File: src/rtl/minterm_pkg.sv
// rtl/minterm_pkg.sv - shared types and constants for the minterm scan sequencer
package minterm_pkg;

  localparam int N_IN    = 4;
  localparam int N_CODES = 2 ** N_IN;

  typedef enum logic [1:0] {
    IDLE   = 2'd0,
    DRIVE  = 2'd1,
    SAMPLE = 2'd2,
    DONE   = 2'd3
  } scan_state_t;

endpackage

File: src/rtl/minterm_scan_ctrl.sv
// rtl/minterm_scan_ctrl.sv - sweeps all input codes into a 4-input function unit
// and checks its SOP/POS outputs against an expected minterm mask
module minterm_scan_ctrl
  import minterm_pkg::*;
#(
  parameter int N_IN          = 4,
  parameter int SETTLE_CYCLES = 1
) (
  input  logic                 clk,
  input  logic                 areset,
  input  logic                 start,
  input  logic                 abort,
  input  logic [2**N_IN-1:0]   care_mask,
  input  logic [2**N_IN-1:0]   expect_mask,
  input  logic                 out_sop,
  input  logic                 out_pos,
  output logic                 a,
  output logic                 b,
  output logic                 c,
  output logic                 d,
  output logic                 busy,
  output logic                 done,
  output logic                 pass,
  output logic [N_IN:0]        err_count,
  output logic [N_IN-1:0]      fail_idx,
  output logic [2**N_IN-1:0]   tt_sop,
  output logic [2**N_IN-1:0]   tt_pos
);

  localparam int NC = 2 ** N_IN;
  localparam int CW = (SETTLE_CYCLES > 1) ? $clog2(SETTLE_CYCLES) : 1;
  localparam logic [CW-1:0]   CNT_LAST = CW'(SETTLE_CYCLES - 1);
  localparam logic [N_IN-1:0] IDX_LAST = N_IN'(NC - 1);

  scan_state_t       state;
  logic [N_IN-1:0]   idx;
  logic [CW-1:0]     cnt;
  logic [NC-1:0]     care_q;
  logic [NC-1:0]     exp_q;
  logic              mism;

  // idx is parked at 0 outside a sweep, so the unit sees code 0 while idle
  assign {a, b, c, d} = idx[3:0];
  assign busy = (state == DRIVE) || (state == SAMPLE);
  assign mism = care_q[idx] & ((out_sop != exp_q[idx]) | (out_pos != exp_q[idx]));

  always_ff @(posedge clk or posedge areset) begin
    if (areset) begin
      state     <= IDLE;
      idx       <= '0;
      cnt       <= '0;
      care_q    <= '0;
      exp_q     <= '0;
      done      <= 1'b0;
      pass      <= 1'b0;
      err_count <= '0;
      fail_idx  <= '0;
      tt_sop    <= '0;
      tt_pos    <= '0;
    end else begin
      done <= 1'b0;
      case (state)
        IDLE: begin
          if (start) begin
            care_q    <= care_mask;
            exp_q     <= expect_mask;
            tt_sop    <= '0;
            tt_pos    <= '0;
            err_count <= '0;
            fail_idx  <= '0;
            idx       <= '0;
            cnt       <= '0;
            state     <= DRIVE;
          end
        end
        DRIVE: begin
          if (abort) begin
            idx   <= '0;
            state <= IDLE;
          end else if (cnt == CNT_LAST) begin
            state <= SAMPLE;
          end else begin
            cnt <= cnt + 1'b1;
          end
        end
        SAMPLE: begin
          // abort wins over the capture so a partial sweep never records this code
          if (abort) begin
            idx   <= '0;
            state <= IDLE;
          end else begin
            tt_sop[idx] <= out_sop;
            tt_pos[idx] <= out_pos;
            if (mism) begin
              err_count <= err_count + 1'b1;
              if (err_count == '0) fail_idx <= idx;
            end
            if (idx == IDX_LAST) begin
              idx   <= '0;
              state <= DONE;
            end else begin
              idx   <= idx + 1'b1;
              cnt   <= '0;
              state <= DRIVE;
            end
          end
        end
        DONE: begin
          done  <= 1'b1;
          pass  <= (err_count == '0);
          state <= IDLE;
        end
        default: state <= IDLE;
      endcase
    end
  end

endmodule

File: config.mk
export PLATFORM = sky130hd
export DESIGN_NAME = minterm_scan_ctrl
export DESIGN_NICKNAME = d
export VERILOG_FILES = /design/src/rtl/minterm_pkg.sv /design/src/rtl/minterm_scan_ctrl.sv
export SDC_FILE = /design/constraint.sdc
export NUM_CORES = 1
export LEC_CHECK = 0
export BUFFER_PORTS_ARGS = -buffer_cell sky130_fd_sc_hd__buf_2
export CELL_PAD_IN_SITES_DETAIL_PLACEMENT = 1
export CELL_PAD_IN_SITES_GLOBAL_PLACEMENT = 2
export CORE_MARGIN = 3
export CORE_UTILIZATION = 36
export DETAILED_ROUTE_END_ITERATION = 12
export PLACE_DENSITY = 0.77
export SYNTH_ARGS = -nofsm -noshare
export SYNTH_HDL_FRONTEND = slang
export SYNTH_SLANG_ARGS = --single-unit
File: constraint.sdc
create_clock -name clk -period 3 [get_ports clk]
set_input_delay 0.15 -clock clk [delete_from_list [all_inputs] [get_ports clk]]
set_output_delay 0.15 -clock clk [all_outputs]
set_load 0.05 [all_outputs]
==> results_dict.tcl <==
set metrics [dict create \
    yosys_warning_count 0 \
    die-area_um2 11800 \
    synthFlopType "dfrtp_1" \
    endpoint_kind "flop" \
    final.fill_count 1088 \
    preCtsSetupSlack_ns 0.301 \
    num_rows 36 \
    cts.htree.levels 3 \
    finalNetCount 430 \
    largest_net_degree_at_the_start_of_global_routing 38 \
    fp.coreArea_um2 10000 \
    synthAdderAreaFrac_pct 3.29 \
    async_flop_share_pct 100 \
    mapped_area_um2 3810 \
    drtAntennaViolNets 0 \
    outcome "complete, no violations" \
    via_per_inst 5.44 \
    setup_repair_after_global_routing_missed_its_margin "no" \
    synth_simple_gate_area_share_pct 8.08 \
    hold-worst-slack_ns 0.0244 \
    place.port_buffers 85 \
    timing.critical_path.from "idx[2]" \
    wl_met3_um 410 \
    wl_met1_um 4470 \
    maximum_vdd_ir_drop_v 0.000348 \
    yosys-top-cells-area "dfrtp_1, mux2_2, a32o_1" \
    max_slew.worst_pin.slew_ns 1.02 \
    ff2ff_setup_slack_ns 0.31 \
    postSynthRegisterBits 81 \
    regToRegStartpoint "idx[2]" \
    power_frac_comb_pct 33.2 \
    cts_resized 0 \
    mappedNetlistNets 351 \
    cell_internal_pwr_mw 2.43 \
    mostFrequentLayoutCells "buf_2, dfrtp_1, mux2_2" \
    remaining_drc_errors 0 \
    grt.overflow.total 0 \
    detail_route.iter0.violations 178 \
    synth_compound_area_share_pct 15.8 \
    min_delay_startpoint "expect_mask[15]" \
    sw_frac_of_total_pct 33.1 \
    worst_setup_path_endpoint "err_count[2]" \
    power.switching_mw 1.21 \
    post-cts-setup-buffer-count 0 \
    setup_tns_ns 0 \
    synthDistinctLibCells 43 \
    synth_edf_count 0 \
    worst_hold_path_type "input pin to flop" \
    fp.dieW_um 109 \
    clock_path_buffers 2 \
    wirelength_um 9820 \
    post_drt_wl_per_cell_um 19.0 \
    final_critical_path_setup_slack_ns 0.306 \
    share_seq_of_total_power_pct 40.7 \
    synth_top_family_by_area "multiplexers" \
    count_of_hold_buffers_inserted_by_post_cts_repair 1 \
    met2WireLength_um 4830 \
    syn_inst 303 \
    total_power_mw 3.64 \
    clk_latency_ns 0.35 \
    num_antenna_cells 0 \
    post_route_cells_drive_above_1_share_pct 38.7 \
    clock-skew-final_ns 0.0101 \
    yosys-mux-area-fraction_pct 15.9 \
    detailedPlacementHpwl_um 7060 \
    antenna_found_initial 0 \
    finalWorstPathRequiredPeriod_ns 2.69 \
    final_period_utilization_pct 89.8 \
    detail_route.first_pass.iterations 4 \
    worstPathRequired_ns 3.25 \
    worst_reg2reg_path_length_in_cells 6 \
    worst-path-max-fanout 10 \
    worst_setup_hold_path_clk_slew_ns 0.09 \
    tritoncts "yes" \
    start_util_pct 37.9 \
    timing.final.max_slew_violations 0 \
    via_count_of_the_first_global_routing_pass 3028 \
    global_route_wire_length_before_repair_um 16200 \
    design.portCount 86 \
    setup_violations 0 \
    grt.total_usage_pct 17.8 \
    power_density_nw_per_um2 789 \
    via_count 2818 \
    yosys.area_share.xor_xnor_pct 0 \
    synth_top_area_cell "dfrtp_1" \
    finalHoldViolCount 0 \
    worstPathArrival_ns 2.94 \
    cts.root.buffer_cell "clkbuf_8" \
    r2r-end "err_count[2]" \
    clkSinkCount 81 \
    timing.critical_path.from_type "flop" \
    cts_inserted_buffers 9 \
    relSlewSlack_pct 31.1 \
    highest_routed_layer "met4" \
    synth_top_area_share_pct 53.2 \
    total_leakage_power_nw 2.21 \
    fmaxAchievable_ghz 0.371 \
    setup.worst_path.class "flop to flop" \
    synthToLayoutAreaGrowth_pct 21.1 \
    share_clk_of_total_power_pct 26.1 \
    syn-mean-instance-area_um2 12.6 \
    leading_cell_type_in_the_layout_fill_and_taps_excluded "buf_2" \
    die_y_um 109 \
    gpl.final_weighted_congestion 0.701 \
    utilization_pct 45.9 \
    max-cap-violations 0 \
    synth_seq_area_share_pct 53.2 \
]
==> final cells by class <==
cell class	count	area, um^2	share of cell area [%]
Clock inverter	3	90.1	1.95
Inverter	8	31.3	0.678
Tap cell	133	166	3.61
Clock buffer	11	141	3.07
Timing Repair Buffer	95	515	11.2
Multi-Input combinational cell	187	1640	35.6
Sequential cell	81	2030	44.0
==> metal layers <==
layer	vias up	track usage, %
li1	1315	-
met1	1425	24.5
met2	67	28.5
met3	11	3.49
met4	0	5.14
met5	-	0
==> cell usage after synthesis (2+ instances only) <==
library cell and n:
or3_1 2, a32o_1 24, buf_1 2, nand3_1 11, ha_1 10, buf_2 2, o21ai_0 9, nor2b_1 5
clkbuf_1 22, nand2b_1 4, and3_1 7, inv_1 8, nand4_1 3, a31o_2 2, nor2_1 7, mux2_2 33
mux2i_1 4, a21oi_1 9, o211ai_1 4, mux4_1 6, o31ai_1 3, a22o_1 8, dfrtp_1 81, nand2_1 6
a31oi_1 13
==> through the flow <==
stage | instance area [um^2] | cells
4_1_cts | 4610 | 518
5_1_grt | 4610 | 518
3_3_place_gp | 4370 | 503
6_report | 4610 | 518
3_5_place_dp | 4370 | 503
2_1_floorplan | 3810 | 303
==> flip-flops by register name, indices dropped and copies added, names as in the netlist, 2 cells and up <==
register,flops
state,2
idx,4
fail_idx,4
tt_sop,16
err_count,5
tt_pos,16
care_q,16
exp_q,16
==> how the worst min path moves through the flow <==
stage,to,slack (ns),depth (start not counted)
after global placement,exp_q[15],0.26,2
final,exp_q[15],0.02,2
after detailed placement,exp_q[15],0.27,2
after global routing,care_q[5],0.02,2
after floorplan,state[1],0.24,1
after CTS,exp_q[15],0.01,2
==> power by group through the flow <==
| stage | registers, mW | logic, mW | clock network [mW] |
|---|---|---|---|
| 4_1_cts | 1.48 | 1.22 | 0.973 |
| 6_report | 1.48 | 1.21 | 0.949 |
| 3_5_place_dp | 1.51 | 1.22 | 0 |
| 5_1_grt | 1.51 | 1.34 | 1.03 |
| 2_1_floorplan | 1.51 | 0.855 | 0 |
| 3_3_place_gp | 1.49 | 1.17 | 0 |
==> cells by family after synthesis <==
family	count (synthesis)
compound gates	78
simple gates	54
buf+inv	35
flops	81
fa+ha+maj	10
mux	45
==> critical path, stage by stage (launching register included) <==
cell,delay [ns]
dfrtp_1,0.55
mux4_1,0.61
mux4_2,0.50
mux2i_2,0.24
o21a_1,0.36
a21oi_1,0.12
a31o_2,0.22
Power figures use the tool's default switching activity.
